`src/rtl/io_port_pkg.sv`:
```
// io_port_pkg: FSM encodings and default sizes for the core I/O port.
// Optional feature macro: IO_TIMEOUT_EN (request timeout, see io_port_unit).
package io_port_pkg;

   typedef enum logic {
      RD_IDLE,
      RD_ACK
   } rd_state_t;

   typedef enum logic {
      WR_IDLE,
      WR_ACK
   } wr_state_t;

   localparam int DEF_DATA_W  = 16;
   localparam int DEF_N_IN    = 4;
   localparam int DEF_N_OUT   = 4;
   localparam int DEF_DEPTH   = 4;
   localparam int DEF_TIMEOUT = 255;

   // channel-select width; a single channel still gets a 1-bit index
   function automatic int chw(input int n);
      return (n > 1) ? $clog2(n) : 1;
   endfunction

endpackage

```
`src/rtl/io_port_if.sv`:
```
// io_port_if: external valid/ready streams plus core req/ack bus.
// master = core/environment side, slave = io_port_unit.
interface io_port_if
   import io_port_pkg::*;
#(
   parameter int DATA_W = DEF_DATA_W,
   parameter int N_IN   = DEF_N_IN,
   parameter int N_OUT  = DEF_N_OUT
);
   localparam int RCW = chw(N_IN);
   localparam int WCW = chw(N_OUT);

   logic [N_IN*DATA_W-1:0]  in_data;
   logic [N_IN-1:0]         in_valid;
   logic [N_IN-1:0]         in_ready;
   logic [N_OUT*DATA_W-1:0] out_data;
   logic [N_OUT-1:0]        out_valid;
   logic [N_OUT-1:0]        out_ready;

   logic              rd_req;
   logic [RCW-1:0]    rd_ch;
   logic [DATA_W-1:0] rd_data;
   logic              rd_ack;
   logic              wr_req;
   logic [WCW-1:0]    wr_ch;
   logic [DATA_W-1:0] wr_data;
   logic              wr_ack;
   logic              stall;
   logic              err;

   modport master (
      output in_data, in_valid, out_ready,
      output rd_req, rd_ch, wr_req, wr_ch, wr_data,
      input  in_ready, out_data, out_valid,
      input  rd_data, rd_ack, wr_ack, stall, err
   );

   modport slave (
      input  in_data, in_valid, out_ready,
      input  rd_req, rd_ch, wr_req, wr_ch, wr_data,
      output in_ready, out_data, out_valid,
      output rd_data, rd_ack, wr_ack, stall, err
   );

endinterface

```
`src/rtl/io_chan_fifo.sv`:
```
// io_chan_fifo: DEPTH-entry channel FIFO, head visible combinationally.
// A full FIFO refuses a push even when popped in the same cycle.
module io_chan_fifo #(
   parameter int DATA_W = 16,
   parameter int DEPTH  = 4
) (
   input  logic              clk,
   input  logic              rst_n,
   input  logic              push,
   input  logic              pop,
   input  logic [DATA_W-1:0] din,
   output logic              full,
   output logic              empty,
   output logic [DATA_W-1:0] head
);
   localparam int PW = $clog2(DEPTH);

   logic [DATA_W-1:0] mem [DEPTH];
   logic [PW-1:0]     wp;
   logic [PW-1:0]     rp;
   logic [PW:0]       cnt;
   logic              do_push;
   logic              do_pop;

   assign full    = (cnt == (PW+1)'(DEPTH));
   assign empty   = (cnt == '0);
   assign head    = mem[rp];
   assign do_push = push & ~full;
   assign do_pop  = pop & ~empty;

   // pointers wrap naturally since DEPTH is a power of two
   always_ff @(posedge clk or negedge rst_n) begin
      if (!rst_n) begin
         wp  <= '0;
         rp  <= '0;
         cnt <= '0;
      end else begin
         if (do_push) wp <= wp + PW'(1);
         if (do_pop)  rp <= rp + PW'(1);
         cnt <= cnt + (PW+1)'(do_push) - (PW+1)'(do_pop);
      end
   end

   // storage needs no reset; count gates visibility
   always_ff @(posedge clk) begin
      if (do_push) mem[wp] <= din;
   end

endmodule

```
`src/rtl/io_port_unit.sv`:
```
// io_port_unit: N_IN/N_OUT buffered I/O channels behind a req/ack core bus.
// `define IO_TIMEOUT_EN to force an error ack after TIMEOUT stalled cycles.
module io_port_unit
   import io_port_pkg::*;
#(
   parameter int DATA_W  = DEF_DATA_W,
   parameter int N_IN    = DEF_N_IN,
   parameter int N_OUT   = DEF_N_OUT,
   parameter int DEPTH   = DEF_DEPTH,
   parameter int TIMEOUT = DEF_TIMEOUT
) (
   input logic       clk,
   input logic       sys_rst_n,
   io_port_if.slave  bus
);
   localparam int RCW = chw(N_IN);
   localparam int WCW = chw(N_OUT);
   localparam int RN  = 2**RCW;
   localparam int WN  = 2**WCW;

   logic [N_IN-1:0]   in_full;
   logic [N_IN-1:0]   in_empty;
   logic [DATA_W-1:0] in_head [N_IN];
   logic [N_OUT-1:0]  out_full;
   logic [N_OUT-1:0]  out_empty;

   // index-space views: codes past the last channel are invalid
   logic [RN-1:0]     in_ok;
   logic [RN-1:0]     in_empty_x;
   logic [DATA_W-1:0] in_head_x [RN];
   logic [WN-1:0]     out_ok;
   logic [WN-1:0]     out_full_x;

   rd_state_t         rd_st;
   rd_state_t         rd_nx;
   logic [DATA_W-1:0] rd_q;
   logic [DATA_W-1:0] rd_d;
   logic              rd_pop;
   logic              rd_err;
   logic              rd_to;

   wr_state_t         wr_st;
   wr_state_t         wr_nx;
   logic              wr_push;
   logic              wr_err;
   logic              wr_to;

   logic              err_q;

   for (genvar i = 0; i < N_IN; i++) begin : g_in
      io_chan_fifo #(.DATA_W(DATA_W), .DEPTH(DEPTH)) u_fifo (
         .clk   (clk),
         .rst_n (sys_rst_n),
         .push  (bus.in_valid[i]),
         .pop   (rd_pop & (bus.rd_ch == RCW'(i))),
         .din   (bus.in_data[i*DATA_W +: DATA_W]),
         .full  (in_full[i]),
         .empty (in_empty[i]),
         .head  (in_head[i])
      );
   end

   for (genvar j = 0; j < N_OUT; j++) begin : g_out
      io_chan_fifo #(.DATA_W(DATA_W), .DEPTH(DEPTH)) u_fifo (
         .clk   (clk),
         .rst_n (sys_rst_n),
         .push  (wr_push & (bus.wr_ch == WCW'(j))),
         .pop   (bus.out_ready[j]),
         .din   (bus.wr_data),
         .full  (out_full[j]),
         .empty (out_empty[j]),
         .head  (bus.out_data[j*DATA_W +: DATA_W])
      );
   end

   for (genvar k = 0; k < RN; k++) begin : g_rx
      if (k < N_IN) begin : g_v
         assign in_ok[k]      = 1'b1;
         assign in_empty_x[k] = in_empty[k];
         assign in_head_x[k]  = in_head[k];
      end else begin : g_nv
         assign in_ok[k]      = 1'b0;
         assign in_empty_x[k] = 1'b1;
         assign in_head_x[k]  = '0;
      end
   end

   for (genvar k = 0; k < WN; k++) begin : g_wx
      if (k < N_OUT) begin : g_v
         assign out_ok[k]     = 1'b1;
         assign out_full_x[k] = out_full[k];
      end else begin : g_nv
         assign out_ok[k]     = 1'b0;
         assign out_full_x[k] = 1'b1;
      end
   end

   assign bus.in_ready  = ~in_full;
   assign bus.out_valid = ~out_empty;

`ifdef IO_TIMEOUT_EN
   localparam int TW = $clog2(TIMEOUT + 1) + 1;

   logic [TW-1:0] rd_cnt;
   logic [TW-1:0] wr_cnt;

   // a stalled cycle counts itself; the TIMEOUT-th one forces the ack
   assign rd_to = (rd_cnt == TW'(TIMEOUT - 1));
   assign wr_to = (wr_cnt == TW'(TIMEOUT - 1));

   // count cycles a request waits in idle; clear otherwise
   always_ff @(posedge clk or negedge sys_rst_n) begin
      if (!sys_rst_n) begin
         rd_cnt <= '0;
         wr_cnt <= '0;
      end else begin
         if (rd_st == RD_IDLE && bus.rd_req && rd_nx == RD_IDLE)
            rd_cnt <= rd_cnt + TW'(1);
         else
            rd_cnt <= '0;
         if (wr_st == WR_IDLE && bus.wr_req && wr_nx == WR_IDLE)
            wr_cnt <= wr_cnt + TW'(1);
         else
            wr_cnt <= '0;
      end
   end
`else
   localparam int TIMEOUT_UNUSED = TIMEOUT;

   assign rd_to = 1'b0;
   assign wr_to = 1'b0;
`endif

   // read FSM next state: bad channel, data, then timeout
   always_comb begin
      rd_nx  = rd_st;
      rd_d   = rd_q;
      rd_pop = 1'b0;
      rd_err = 1'b0;
      unique case (rd_st)
         RD_IDLE: begin
            if (bus.rd_req) begin
               if (!in_ok[bus.rd_ch]) begin
                  rd_nx  = RD_ACK;
                  rd_d   = '0;
                  rd_err = 1'b1;
               end else if (!in_empty_x[bus.rd_ch]) begin
                  rd_nx  = RD_ACK;
                  rd_d   = in_head_x[bus.rd_ch];
                  rd_pop = 1'b1;
               end else if (rd_to) begin
                  rd_nx  = RD_ACK;
                  rd_d   = '0;
                  rd_err = 1'b1;
               end
            end
         end
         RD_ACK: rd_nx = RD_IDLE;
         default: rd_nx = RD_IDLE;
      endcase
   end

   // write FSM next state; a timed-out write is discarded
   always_comb begin
      wr_nx   = wr_st;
      wr_push = 1'b0;
      wr_err  = 1'b0;
      unique case (wr_st)
         WR_IDLE: begin
            if (bus.wr_req) begin
               if (!out_ok[bus.wr_ch]) begin
                  wr_nx  = WR_ACK;
                  wr_err = 1'b1;
               end else if (!out_full_x[bus.wr_ch]) begin
                  wr_nx   = WR_ACK;
                  wr_push = 1'b1;
               end else if (wr_to) begin
                  wr_nx  = WR_ACK;
                  wr_err = 1'b1;
               end
            end
         end
         WR_ACK: wr_nx = WR_IDLE;
         default: wr_nx = WR_IDLE;
      endcase
   end

   // FSM state, read result and sticky error registers
   always_ff @(posedge clk or negedge sys_rst_n) begin
      if (!sys_rst_n) begin
         rd_st <= RD_IDLE;
         wr_st <= WR_IDLE;
         rd_q  <= '0;
         err_q <= 1'b0;
      end else begin
         rd_st <= rd_nx;
         wr_st <= wr_nx;
         rd_q  <= rd_d;
         err_q <= err_q | rd_err | wr_err;
      end
   end

   assign bus.rd_ack  = (rd_st == RD_ACK);
   assign bus.wr_ack  = (wr_st == WR_ACK);
   assign bus.rd_data = rd_q;
   assign bus.err     = err_q;
   assign bus.stall   = (bus.rd_req & ~bus.rd_ack)
                      | (bus.wr_req & ~bus.wr_ack);

endmodule
```
`src/flat_wrapper.sv`:
```
// flat-port wrapper written by rule: the top's interface ports become plain ports
module io_port_unit_flat import io_port_pkg::*;
#(
   parameter int DATA_W  = DEF_DATA_W,
   parameter int N_IN    = DEF_N_IN,
   parameter int N_OUT   = DEF_N_OUT,
   parameter int DEPTH   = DEF_DEPTH,
   parameter int TIMEOUT = DEF_TIMEOUT
)
  (clk, sys_rst_n, bus_in_data, bus_in_valid, bus_out_ready, bus_rd_req, bus_rd_ch, bus_wr_req, bus_wr_ch, bus_wr_data, bus_in_ready, bus_out_data, bus_out_valid, bus_rd_data, bus_rd_ack, bus_wr_ack, bus_stall, bus_err);
  io_port_if #(.DATA_W(DATA_W), .N_IN(N_IN), .N_OUT(N_OUT)) bus_i ();
  input logic clk;
  input logic sys_rst_n;
  input wire logic [$bits(bus_i.in_data)-1:0] bus_in_data;
  input wire logic [$bits(bus_i.in_valid)-1:0] bus_in_valid;
  input wire logic [$bits(bus_i.out_ready)-1:0] bus_out_ready;
  input wire logic [$bits(bus_i.rd_req)-1:0] bus_rd_req;
  input wire logic [$bits(bus_i.rd_ch)-1:0] bus_rd_ch;
  input wire logic [$bits(bus_i.wr_req)-1:0] bus_wr_req;
  input wire logic [$bits(bus_i.wr_ch)-1:0] bus_wr_ch;
  input wire logic [$bits(bus_i.wr_data)-1:0] bus_wr_data;
  output wire logic [$bits(bus_i.in_ready)-1:0] bus_in_ready;
  output wire logic [$bits(bus_i.out_data)-1:0] bus_out_data;
  output wire logic [$bits(bus_i.out_valid)-1:0] bus_out_valid;
  output wire logic [$bits(bus_i.rd_data)-1:0] bus_rd_data;
  output wire logic [$bits(bus_i.rd_ack)-1:0] bus_rd_ack;
  output wire logic [$bits(bus_i.wr_ack)-1:0] bus_wr_ack;
  output wire logic [$bits(bus_i.stall)-1:0] bus_stall;
  output wire logic [$bits(bus_i.err)-1:0] bus_err;
  assign bus_i.in_data = bus_in_data;
  assign bus_i.in_valid = bus_in_valid;
  assign bus_i.out_ready = bus_out_ready;
  assign bus_i.rd_req = bus_rd_req;
  assign bus_i.rd_ch = bus_rd_ch;
  assign bus_i.wr_req = bus_wr_req;
  assign bus_i.wr_ch = bus_wr_ch;
  assign bus_i.wr_data = bus_wr_data;
  assign bus_in_ready = bus_i.in_ready;
  assign bus_out_data = bus_i.out_data;
  assign bus_out_valid = bus_i.out_valid;
  assign bus_rd_data = bus_i.rd_data;
  assign bus_rd_ack = bus_i.rd_ack;
  assign bus_wr_ack = bus_i.wr_ack;
  assign bus_stall = bus_i.stall;
  assign bus_err = bus_i.err;
  io_port_unit #(.DATA_W(DATA_W), .N_IN(N_IN), .N_OUT(N_OUT), .DEPTH(DEPTH), .TIMEOUT(TIMEOUT)) u_core (.clk(clk), .sys_rst_n(sys_rst_n), .bus(bus_i));
endmodule
```
`config.mk`:
```
export PLATFORM = sky130hd
export DESIGN_NAME = io_port_unit_flat
export DESIGN_NICKNAME = d
export VERILOG_FILES = /design/src/rtl/io_port_pkg.sv /design/src/rtl/io_port_if.sv /design/src/rtl/io_chan_fifo.sv /design/src/rtl/io_port_unit.sv /design/src/flat_wrapper.sv
export SDC_FILE = /design/constraint.sdc
export NUM_CORES = 1
export LEC_CHECK = 0
export BUFFER_PORTS_ARGS = -buffer_cell sky130_fd_sc_hd__buf_2
export CORE_UTILIZATION = 25
export DETAILED_ROUTE_END_ITERATION = 10
export PLACE_DENSITY = 0.4
export RECOVER_POWER = 25
export SLEW_MARGIN = 20
export SYNTH_ARGS = -nofsm -noshare
export SYNTH_HDL_FRONTEND = slang
export SYNTH_HIERARCHICAL = 1
export SYNTH_SLANG_ARGS = --single-unit
```
`constraint.sdc`:
```
create_clock -name clk -period 4.25 [get_ports clk]
set_input_delay 0 -clock clk [delete_from_list [all_inputs] [get_ports clk]]
set_output_delay 0 -clock clk [all_outputs]
set_load 0.1 [all_outputs]
```
Word level (Yosys, flattened, before mapping). Memories as Yosys holds them, arrays and structs flattened. Cells that the tools add are included.

Bitwise logic cells: 50. Equal/unequal tests: 15. Magnitude comparators: 3. Mux-type cells: 49. Reduce and logical (&&, ||, !) cells: 11. $add $sub $neg: 32.

Operator list (number): $mux 16 (4); $mux 1 (38); $add 2x1->2 const B (16); $bmux 16 s2 (1); $and 1x1->1 (26); $add 3x1->3 (8); $eq 3x3->1 const B (8); $logic_not 3->1 (8); $sub 3x1->3 (8); $not 1->1 (18); $bmux 1 s2 (4); $eq 2x2->1 const B (4); $not 4->4 (2); $lt 2x3->1 const B (2); $eq 2x1->1 const B (2); $logic_not 2->1 (2); $pmux 1 s2 (2); $ge 3x3->1 const B (1); $not 2->3 (1); $or 1x1->1 (3); $reduce_and 3->1 (1); $ne 2x2->1 const B (1).

Register bits: 75. Output and inout port bits: 92. Bits of input ports: 96. Memories kept: 8. Bits in writable memories: 512.

Memory list: u_core.g_in[0].u_fifo.mem (words 4, bits a word 16, rd ports 1, clocked after Yosys merged registers in 0, write ports 1, line io_chan_fifo.sv:18) `logic [DATA_W-1:0] mem [DEPTH];`; u_core.g_in[1].u_fifo.mem (words 4, bits a word 16, rd ports 1, clocked after Yosys merged registers in 0, write ports 1, line io_chan_fifo.sv:18); u_core.g_in[2].u_fifo.mem (words 4, bits a word 16, rd ports 1, clocked after Yosys merged registers in 0, write ports 1, line io_chan_fifo.sv:18); u_core.g_in[3].u_fifo.mem (words 4, bits a word 16, rd ports 1, clocked after Yosys merged registers in 0, write ports 1, line io_chan_fifo.sv:18); u_core.g_out[0].u_fifo.mem (words 4, bits a word 16, rd ports 1, clocked after Yosys merged registers in 0, write ports 1, line io_chan_fifo.sv:18); u_core.g_out[1].u_fifo.mem (words 4, bits a word 16, rd ports 1, clocked after Yosys merged registers in 0, write ports 1, line io_chan_fifo.sv:18); 2 more memories.

Logic depth before layout (Yosys ltp). Gate-level depths: netlist of run 1.

Word-level depth: 11. Mapped depth: 11.

Hierarchy. The synthesis of run 1 kept the hierarchy.

By module, submodules not included: io_chan_fifo (area an instance 2822.7 um2, seq. area each 2097.0 um2, instances 8, cells an instance 125); io_port_unit (area an instance 1296.2 um2, seq. area each 450.4 um2, instances 1, cells an instance 85).

Worst setup path before layout of run 1. OpenSTA, ideal clock, no wires.

Kind: flip-flop to flip-flop. From: reg u_core.wr_st, in the netlist u_core/bus.wr_ack. To: reg u_core.g_out[1].u_fifo.cnt[2]. Required time: 4119 ps. Path slack: 1142 ps. Arrival: 2977 ps. Clock period less this slack: 3108 ps. Library setup time: 131 ps. Cell stages (with the launch flop): 11. Path through: dfrtp_1 -> nand2b_1 -> nor4b_1 -> nand2b_1 -> ha_1 -> inv_1 -> ha_1 -> inv_1 -> fa_1 -> xnor2_1 -> xnor2_1.

Cells in the longest elaborated chain, start to end: 5.

RTL lines: start, declared (line io_port_unit.sv:42) `wr_state_t wr_st;`; start signal, assigned (line io_port_unit.sv:197) `wr_st <= wr_nx;`; $mux 1 (line io_port_unit.sv:168) `unique case (wr_st)`; $and 1x1->1 (line io_port_unit.sv:67) `.push (wr_push & (bus.wr_ch == WCW'(j))),`; $and 1x1->1 (line io_chan_fifo.sv:28) `assign do_push = push & ~full;`; $add 3x1->3 (line io_chan_fifo.sv:40) `cnt <= cnt + (PW+1)'(do_push) - (PW+1)'(do_pop);`; $sub 3x1->3 (line io_chan_fifo.sv:40); end signal, assigned (line io_chan_fifo.sv:40); end, declared (line io_chan_fifo.sv:21) `logic [PW:0] cnt;`.

No other way between the ends. A chain may end at the register's enable or synchronous reset.

Final worst setup path of run 1.
From: reg u_core.g_out[0].u_fifo.cnt[2]. To: reg u_core.g_out[0].u_fifo.cnt[2].

Cells in the longest elaborated chain, start to end: 11. Elaborated cells between the ends (all ways): 15.

RTL lines: start, declared (line io_chan_fifo.sv:21); start signal, assigned (line io_chan_fifo.sv:40); $eq 3x3->1 (*) (line io_chan_fifo.sv:25) `assign full = (cnt == (PW+1)'(DEPTH));`; via u_core.out_full[0] (line io_port_unit.sv:24) `logic [N_OUT-1:0] out_full;`; $bmux 1 s2 (line io_port_unit.sv:174) `end else if (!out_full_x[bus.wr_ch]) begin`; $mux 1 (implied by the code) (line io_port_unit.sv:174); $mux 1 (line io_port_unit.sv:174); $mux 1 (line io_port_unit.sv:171) `if (!out_ok[bus.wr_ch]) begin`; $mux 1 (line io_port_unit.sv:170) `if (bus.wr_req) begin`; $mux 1 (line io_port_unit.sv:168); $and 1x1->1 (line io_port_unit.sv:67); $and 1x1->1 (*) (line io_chan_fifo.sv:28); $add 3x1->3 (*) (line io_chan_fifo.sv:40); $sub 3x1->3 (*) (line io_chan_fifo.sv:40).

The timed path passes the listed nets; every way through them passes the cells marked *. The select of a mux whose other input is x is not followed.

==> results.json, run 1 <==
{
  "p_total_uw": 22000,
  "drcViolationCount": 0,
  "rsz0062_at_grt": "false",
  "rows": 112,
  "drive_above_1_share_pct": 22.3,
  "syn_area_um2": 23900,
  "dr_total_vias": 11500,
  "crit_path_start_kind": "flip-flop",
  "grt_pass1_wl_um": 84600,
  "status": "complete, no violations",
  "clk_pin_slew_ns": 0.05,
  "slew_headroom_pct": 26.9,
  "worst_slew_pin_slew_ns": 1.10,
  "grt_pass1_vias": 12200,
  "synthesis.nets": 1237,
  "ys_ff_latch": 586,
  "drt_first_iter_violations": 718,
  "dpl.hpwl_um": 37900,
  "multi_input_area_um2": 6060,
  "avgRoutedWirePerCell_um": 21.1,
  "met2_usage_pct": 20.6,
  "dieArea_um2": 96800,
  "finalSetupViolCount": 0,
  "cp-end-kind": "flip-flop",
  "ys_types": 36,
  "ir_worst_vdd_mv": 0.574,
  "whs_path_depth": 5,
  "p_leak_uw": 0.0101,
  "routed_wirelength_um": 57500,
  "regArea_um2": 17200,
  "clock_latency_ns": 0.60,
  "n_fill_cell": 9194,
  "synthToLayoutAreaGrowth_pct": 22.1,
  "ios": 188,
  "drv_slew": 0,
  "viasPerCell": 4.21,
  "stdcell_count": 2726,
  "finalSetupTns_ns": 0,
  "final.period_utilization_pct": 74.8,
  "synth_cells": 1085,
  "path_class": "flip-flop to flip-flop",
  "cts_tree": "built",
  "postSynthAreaPerCell_um2": 22.0,
  "stdcell_area_um2": 29200,
  "io_buffers": 186,
  "min_path_type": "input port to flip-flop",
  "place.gp.congestion": 0.676,
  "num-nets-final": 1566,
  "dpl_cell_area_um2": 26100,
  "p_per_area_nw_per_um2": 753,
  "timing.final.crit_period_ns": 3.18,
  "whs_ns": 0.0911,
  "worst-path-max-fanout": 9,
  "ys_seq_area_share_pct": 72.1,
  "ff2ff_path_depth": 13,
  "clock_sinks": 586,
  "synth_top_area_share_pct": 64.4,
  "crit_required_ns": 4.71,
  "core-area_um2": 94000,
  "finalHoldViolCount": 0,
  "cts_buffer_depth": 3,
  "cts_root_buffer": "clkbuf_16",
  "fmax_mhz": 315,
  "initial_utilization_pct": 25.4,
  "die_w_um": 311,
  "met3_usage_pct": 2.69,
  "arrival_ns": 3.64,
  "synth.largest_area_cell": "edfxtp_1",
  "ys_warn_count": 6,
  "drv_cap": 0,
  "grt_max_degree": 38,
  "die_y_um": 311,
  "synthTopCellsByArea": "edfxtp_1 (64%), dfrtp_1 (7.8%), mux4_1 (7.4%)",
  "drt_pass1_iterations": 4,
  "dp.cells": 2498,
  "antenna_found_initial": 6,
  "use_met1_pct": 14.8,
  "ant_nets": 0,
  "grt_use_total_pct": 11.9,
  "skew_ns": 0.0231,
  "cts.htree.levels": 3,
  "grt-ovfl-total": 0,
  "gr-max-usage-layer": "met2",
  "cts_buffers": 70
}
[layout by cell type (no fill, tap or decap), drive strengths merged]
cell type / n
and3: 1
nand2: 9
mux2i: 1
and3b: 32
o211ai: 16
nor4b: 1
nor3b: 11
clkinv: 19
dlygate4sd3: 97
inv: 60
mux4: 145
a2bb2oi: 1
bufinv: 3
ha: 48
nand2b: 34
clkbuf: 172
o31ai: 8
nand4bb: 16
diode: 2
nand3b: 2
buf: 128
nor3: 10
fa: 8
nor2: 1
mux2: 17
xnor2: 32
o311ai: 8
dfrtp: 74
clkinvlp: 1
edfxtp: 512
nor4: 2
conb: 1
[worst paths after layout]
kind,startpoint,endpoint,slack [ns]
max,u_core/g_out[0].u_fifo/cnt[2]$_DFF_PN0_,u_core/g_out[0].u_fifo/cnt[2]$_DFF_PN0_,1.07
min,bus_rd_ch[0],u_core/g_in[3].u_fifo/rp[0]$_DFFE_PN0P_,0.09
max reg2reg,u_core/g_out[0].u_fifo/cnt[2]$_DFF_PN0_,u_core/g_out[0].u_fifo/cnt[2]$_DFF_PN0_,1.07
min reg2reg,u_core/bus.rd_data[0]$_DFFE_PN0P_,u_core/bus.rd_data[0]$_DFFE_PN0P_,0.52
max in group asynchronous,sys_rst_n,u_core/g_out[0].u_fifo/rp[0]$_DFFE_PN0P_,3.13
min in group asynchronous,sys_rst_n,u_core/bus.rd_data[6]$_DFFE_PN0P_,0.49
[layer usage]
layer,wire (um),vias to the layer above
li1,-,5149
met1,24300,5987
met2,29200,242
met3,2590,90
met4,1320,8
met5,49,-
[cell families (layout without fill, tap and decap cells)]
kind of cell	count (synthesis)	in the layout	synth area share, %
AO/OA/AOI/OAI	33	33	1.16
buffers and inverters	95	480	2.50
AND/OR/NAND/NOR	119	119	4.11
other	1	3	0.0157
flip-flops	586	586	72.1
XOR/XNOR	32	32	1.17
multiplexers	163	163	15.7
adder cells (fa/ha/maj)	56	56	3.19
[synthesized netlist by cell type]
| cell | number |
|---|---|
| buf_6 | 10 |
| nor3b_4 | 8 |
| nand2b_1 | 34 |
| nand2_1 | 9 |
| nand4bb_1 | 16 |
| edfxtp_1 | 512 |
| nand3b_1 | 2 |
| clkbuf_1 | 1 |
| dfrtp_1 | 74 |
| a2bb2oi_4 | 1 |
| and3b_1 | 32 |
| buf_12 | 8 |
| inv_1 | 57 |
| o311ai_0 | 8 |
| fa_1 | 8 |
| nor4b_1 | 1 |
| conb_1 | 1 |
| nor4_1 | 2 |
| nor3_1 | 10 |
| mux4_1 | 67 |
| mux4_2 | 78 |
| buf_1 | 1 |
| ha_1 | 48 |
| o31ai_1 | 8 |
| mux2_4 | 9 |
| nor3b_2 | 1 |
| nor3b_1 | 2 |
| buf_4 | 1 |
| and3_1 | 1 |
| mux2i_1 | 1 |
| o211ai_1 | 16 |
| buf_2 | 16 |
| buf_8 | 1 |
| mux2_2 | 8 |
| xnor2_1 | 32 |
| nor2_1 | 1 |
[area by class of cell]
class	count	area share, %
flip-flops and latches	586	59.1
multi-input cells	404	20.8
clock buffers	102	6.63
repair buffers	295	6.61
well taps	1254	5.38
clock inverters	26	0.764
inverters	57	0.734
diodes	2	0.0172
[flip-flops by register name (all words and copies together) (netlist names)]
register / flops
u_core/g_out.u_fifo/wp: 8
u_core/g_out.u_fifo/rp: 8
u_core/g_out.u_fifo/mem: 256
u_core/g_in.u_fifo/wp: 8
u_core/g_in.u_fifo/mem: 256
u_core/bus.rd_ack: 1
u_core/bus.wr_ack: 1
u_core/g_out.u_fifo/cnt: 12
u_core/g_in.u_fifo/cnt: 12
u_core/g_in.u_fifo/rp: 8
u_core/bus.rd_data: 16
[critical path, stage by stage, from the launching register on]
cell           delay, ns
dfrtp_1             0.46
nor3b_4             0.18
buf_4               0.17
nor4_1              0.27
dlygate4sd3_1       0.58
buf_4               0.15
nand2b_1            0.07
ha_1                0.29
inv_1               0.06
ha_1                0.13
inv_1               0.05
fa_1                0.37
xnor2_1             0.15
xnor2_1             0.13
[power by group]
part           switching, uW  internal, uW  total, uW
Combinational           5360          2470       7830
Sequential              1170          7290       8460
Clock                   2310          3350       5660
Total                   8850         13100      22000
[through the flow]
step                setup WS [ns]  utilization, %
floorplan                    1.14               -
global placement             1.40            27.7
detailed placement           1.30            27.7
CTS                          1.08            31.1
global route                0.907            31.0
finish                       1.07            31.0
[what timing repair did]
action,CTS,global route
hold buffers,98,0
setup buffers,0,0
gates resized for setup,0,0
endpoints found under the hold margin,583,0
(Power assumes the default switching activity.)
==> run 2, diff against run 1 <==
- clock period: 4.25 -> 3 ns (I/O delays scaled with it)
==> run 2 against run 1 <==
Net effect:
- die area stayed put
- sequential power is 36% higher
- flip-flop and latch count stayed put
==> results.json, run 2 (synthesized netlist as in run 1, its figures left out) <==
{
  "status": "complete, no violations",
  "rows": 112,
  "path_cells": "nor3_1, mux2i_1, and3_1, o31ai_1, inv_1, ha_1, inv_1, ha_1, fa_1, xnor2_1, xnor2_1",
  "critPathBufInv": 2,
  "dpl_worst_slack_ns": 0.374,
  "n_fill_cell": 9160,
  "synthToLayoutAreaGrowth_pct": 24.0,
  "max_stage_delay_ns": 0.47,
  "rsz0062_at_grt": "false",
  "ctsResizeCount": 0,
  "layout_common_cells": "edfxtp_1 (512), buf_2 (114), dlygate4sd3_1 (95)",
  "finalHoldViolCount": 0,
  "initial_utilization_pct": 25.4,
  "setup.worst_path.start": "u_core/g_in[0].u_fifo/cnt[0]$_DFF_PN0_",
  "min_path_type": "input port to flip-flop",
  "die_w_um": 311,
  "grt_use_total_pct": 12.0,
  "core-area_um2": 94000,
  "finish.utilization_pct": 31.5,
  "final.period_utilization_pct": 87.3,
  "cp-end-kind": "flip-flop",
  "dpl_cell_area_um2": 26500,
  "dpl.hpwl_um": 37900,
  "drv_slew": 0,
  "clock_latency_ns": 0.62,
  "ant_nets": 0,
  "cts_root_buffer": "clkbuf_16",
  "stdcell_area_um2": 29600,
  "path_class": "flip-flop to flip-flop",
  "grt_max_degree": 34,
  "timing.final.crit_period_ns": 2.62,
  "worst_slew_pin_slew_ns": 0.879,
  "drive_above_1_share_pct": 25.3,
  "antenna_found_initial": 7,
  "dr_total_vias": 11500,
  "fmax_mhz": 382,
  "io_buffers": 186,
  "worst_path_max_delay_cell": "dfrtp_1",
  "dp.cells": 2548,
  "worstHoldStart": "bus_rd_req",
  "p_per_area_nw_per_um2": 1060,
  "layout_commonest_cell": "edfxtp_1",
  "slew_headroom_pct": 41.4,
  "grt-ovfl-total": 0,
  "drcViolationCount": 0,
  "clk_pin_slew_ns": 0.06,
  "place.gp.congestion": 0.713,
  "hold_buffers": 96,
  "drv_cap": 0,
  "finalSetupViolCount": 0,
  "ir_worst_vdd_mv": 0.610,
  "clock_sinks": 586,
  "die_y_um": 311,
  "routed_wirelength_um": 57700,
  "skew_ns": 0.0389,
  "ios": 188,
  "crit_path_start_kind": "flip-flop",
  "cts_buffers": 70,
  "stdcell_count": 2778,
  "grt_pass1_wl_um": 85100,
  "viasPerCell": 4.15,
  "dieArea_um2": 96800,
  "drt_pass1_iterations": 4,
  "cts_buffer_depth": 3,
  "finalSetupTns_ns": 0,
  "arrival_ns": 3.10,
  "cts.htree.levels": 3,
  "post_cts_buffers": 0,
  "critPathTopFamily": "adder cells",
  "cts_tree": "built",
  "crit_required_ns": 3.48,
  "worst-path-max-fanout": 7,
  "num-nets-final": 1614,
  "drt_first_iter_violations": 704,
  "avgRoutedWirePerCell_um": 20.8,
  "rr_startpoint": "u_core/g_in[0].u_fifo/cnt[0]$_DFF_PN0_",
  "p_leak_uw": 0.0104,
  "worst_slack_ns": 0.381,
  "grt_pass1_vias": 12300
}
run 2: changes by cell type in the layout (fill, tap and decap cells not counted), moves of 4 or more:
cell | before | now
buf_4 | 12 | 61
clkbuf_1 | 98 | 88
clkinv_2 | 8 | 16
diode_2 | 2 | 6
run 2: worst reg2reg max path, stage by stage, from the launching register on:
cell and delay (ns):
dfrtp_1 0.47, nor3_1 0.29, mux2i_1 0.18, and3_1 0.22, o31ai_1 0.11, inv_1 0.09
ha_1 0.28, inv_1 0.04, ha_1 0.18, fa_1 0.38, xnor2_1 0.15, xnor2_1 0.13
run 2: power by group:
| part | total [uW] | internal, uW | switching [uW] |
|---|---|---|---|
| Clock | 8190 | 4810 | 3380 |
| Sequential | 11500 | 10300 | 1140 |
| Combinational | 11900 | 3710 | 8170 |
| Total | 31500 | 18800 | 12700 |
run 2: layer usage:
metal | share of wire, % | wire length, um | track usage (%)
met1 | 42 | 24200 | 14.8
met3 | 3.9 | 2240 | 2.34
met5 | 0.023 | 13 | 0
met4 | 2.5 | 1430 | 3.87
met2 | 52 | 29800 | 21.1
run 2: cell type report:
| type | instances | area (um2) | area share [%] |
|---|---|---|---|
| Antenna cell | 6 | 15.0 | 0.0507 |
| Clock buffer | 91 | 1880 | 6.35 |
| Clock inverter | 37 | 348 | 1.17 |
| Inverter | 57 | 214 | 0.722 |
| Multi-Input combinational cell | 404 | 6070 | 20.5 |
| Sequential cell | 586 | 17200 | 58.2 |
| Tap cell | 1254 | 1570 | 5.30 |
| Timing Repair Buffer | 343 | 2290 | 7.74 |
run 2: through the flow:
step / power [uW] / hold WS, ns
after floorplan: 20800 / -0.296
after CTS: 32200 / 0.0435
after detailed placement: 23700 / 0.0805
final: 31500 / 0.0703
after global placement: 23600 / 0.0845
after global routing: 33000 / 0.0738
run 2: path summary, 6_finish.rpt:
| check | slack [ns] | cells past startpoint | to |
|---|---|---|---|
| setup reg to reg | 0.38 | 11 | u_core/g_in[2].u_fifo/cnt[2]$_DFF_PN0_ |
| hold / removal | 0.07 | 5 | u_core/g_in[0].u_fifo/rp[0]$_DFFE_PN0P_ |
| min in group asynchronous | 0.56 | 4 | u_core/g_in[1].u_fifo/rp[1]$_DFFE_PN0P_ |
| hold reg to reg | 0.49 | 1 | u_core/g_out[1].u_fifo/rp[0]$_DFFE_PN0P_ |
| setup / recovery | 0.38 | 11 | u_core/g_in[2].u_fifo/cnt[2]$_DFF_PN0_ |
| max in group asynchronous | 2.07 | 4 | u_core/bus.rd_data[10]$_DFFE_PN0P_ |
==> run 3, diff against run 2 <==
- CORE_UTILIZATION: 25 -> 60
- CTS_CLUSTER_SIZE: default -> 12
- PLACE_DENSITY: 0.4 -> default
- PLACE_DENSITY_LB_ADDON: default -> 0.05
==> run 3 against run 2 <==
Net effect:
- register-to-register slack improved by 0.04 ns
- clock power fell by 18%
- final cell count fell by 28%
- hold slack got worse by 0.043 ns
- utilization rose by 41 points
- power fell by 5.8%
- die area fell by 58%
- sequential share of layout area rose by 3.1 points
- count of clock-buffer cells in the layout rose by 10
- sequential power barely moved
- global-route usage rose by 12 points
- highest routed layer unchanged
==> results.json, run 3 (synthesized netlist as in run 1, its figures left out) <==
{
  "status": "complete, no violations",
  "cts_tree": "built",
  "cts_buffer_depth": 3,
  "cts.htree.levels": 2,
  "rr_startpoint": "u_core/g_in[0].u_fifo/cnt[1]$_DFF_PN0_",
  "critPathBufInv": 2,
  "ant_nets": 0,
  "dpl_worst_slack_ns": 0.397,
  "grt_max_degree": 68,
  "antenna_found_initial": 2,
  "drcViolationCount": 0,
  "grt_pass1_wl_um": 71900,
  "viasPerCell": 5.70,
  "crit_required_ns": 3.53,
  "critPathTopFamily": "adder cells",
  "drt_pass1_iterations": 7,
  "grt_use_total_pct": 24.2,
  "post_cts_buffers": 0,
  "worstHoldStart": "bus_rd_ch[1]",
  "clock_sinks": 586,
  "worst_slack_ns": 0.421,
  "max_stage_delay_ns": 0.45,
  "layout_common_cells": "edfxtp_1 (512), buf_2 (117), clkbuf_1 (102)",
  "arrival_ns": 3.10,
  "rows": 72,
  "setup.worst_path.start": "u_core/g_in[0].u_fifo/cnt[1]$_DFF_PN0_",
  "die_y_um": 201,
  "ir_worst_vdd_mv": 0.886,
  "avgRoutedWirePerCell_um": 23.6,
  "rsz0062_at_grt": "false",
  "drv_slew": 0,
  "dpl.hpwl_um": 31000,
  "fmax_mhz": 388,
  "clk_pin_slew_ns": 0.06,
  "drv_cap": 0,
  "finalHoldViolCount": 0,
  "p_per_area_nw_per_um2": 1060,
  "grt_pass1_vias": 12000,
  "worst-path-max-fanout": 7,
  "layout_commonest_cell": "edfxtp_1",
  "worst_slew_pin_slew_ns": 0.971,
  "path_class": "flip-flop to flip-flop",
  "grt-ovfl-total": 0,
  "die_w_um": 201,
  "path_cells": "nor3_1, mux2i_1, and3_1, o31ai_1, inv_1, ha_1, inv_1, ha_1, fa_1, xnor2_1, xnor2_1",
  "initial_utilization_pct": 61.4,
  "num-nets-final": 1589,
  "drive_above_1_share_pct": 23.4,
  "finalSetupViolCount": 0,
  "finalSetupTns_ns": 0,
  "ios": 188,
  "cp-end-kind": "flip-flop",
  "cts_buffers": 58,
  "ctsResizeCount": 0,
  "drt_first_iter_violations": 647,
  "final.period_utilization_pct": 86.0,
  "dieArea_um2": 40600,
  "hold_buffers": 94,
  "core-area_um2": 38900,
  "finish.utilization_pct": 72.2,
  "synthToLayoutAreaGrowth_pct": 17.7,
  "io_buffers": 186,
  "place.gp.congestion": 0.734,
  "p_leak_uw": 0.0101,
  "crit_path_start_kind": "flip-flop",
  "dp.cells": 1801,
  "skew_ns": 0.0224,
  "timing.final.crit_period_ns": 2.58,
  "clock_latency_ns": 0.61,
  "min_path_type": "input port to flip-flop",
  "cts_root_buffer": "clkbuf_16",
  "worst_path_max_delay_cell": "dfrtp_1",
  "stdcell_count": 2006,
  "dr_total_vias": 11400,
  "p_total_uw": 29700,
  "routed_wirelength_um": 47400,
  "slew_headroom_pct": 35.3
}
==> run 3: changes by cell type in the layout (fill, tap and decap cells not counted), sizes merged <==
cell | before | now
buf | 177 | 168
dlygate4sd3 | 95 | 94
clkinvlp | 1 | 0
bufinv | 4 | 1
clkbuf | 162 | 169
diode | 6 | 2
clkinv | 31 | 6
==> run 3: routing by layer <==
layer  routed length, um  vias up  global-route usage, %
met5                  13        -                      0
met4                1090        2                   7.49
met3                2270       73                   4.23
met2               25400      296                   42.9
met1               18600     5871                   30.6
li1                    -     5194                      -
==> run 3: path summary, 6_finish.rpt <==
| check | cells after the start | slack (ns) | to |
|---|---|---|---|
| max | 11 | 0.42 | u_core/g_in[2].u_fifo/cnt[2]$_DFF_PN0_ |
| min | 4 | 0.03 | u_core/g_in[3].u_fifo/rp[0]$_DFFE_PN0P_ |
| max reg2reg | 11 | 0.42 | u_core/g_in[2].u_fifo/cnt[2]$_DFF_PN0_ |
| min reg2reg | 1 | 0.49 | u_core/g_out[0].u_fifo/rp[0]$_DFFE_PN0P_ |
| max in group asynchronous | 3 | 2.18 | u_core/g_in[2].u_fifo/wp[1]$_DFFE_PN0P_ |
| min in group asynchronous | 2 | 0.11 | u_core/g_in[0].u_fifo/wp[1]$_DFFE_PN0P_ |
==> run 3: power by group <==
group	switching, uW	leakage [uW]	internal (uW)	total (uW)
Sequential	1170	0.00552	10300	11500
Clock	2820	0.000862	3930	6750
Combinational	7800	0.00375	3650	11400
Total	11800	0.0101	17900	29700
==> run 3: final cells by class <==
| type | instances | area, um2 |
|---|---|---|
| diodes | 2 | 5.00 |
| clock buffers | 101 | 1710 |
| clock inverters | 8 | 66.3 |
| fillers | 2388 | 10800 |
| inverters | 57 | 214 |
| multi-input cells | 404 | 6070 |
| flip-flops and latches | 586 | 17200 |
| well taps | 518 | 648 |
| repair buffers | 330 | 2160 |
==> run 3: tightest hold or removal path, cell delays in order <==
cell and delay (ns):
buf_2 0.22, nor3b_1 0.20, o31ai_1 0.10, xnor2_1 0.07
==> run 3: stage by stage <==
stage | instance area (um2) | hold slack (ns)
floorplan | 23900 | -0.296
global placement | 25500 | 0.202
detailed placement | 25500 | 0.201
CTS | 28200 | 0.000374
global route | 28100 | 0.0287
finish | 28100 | 0.0268
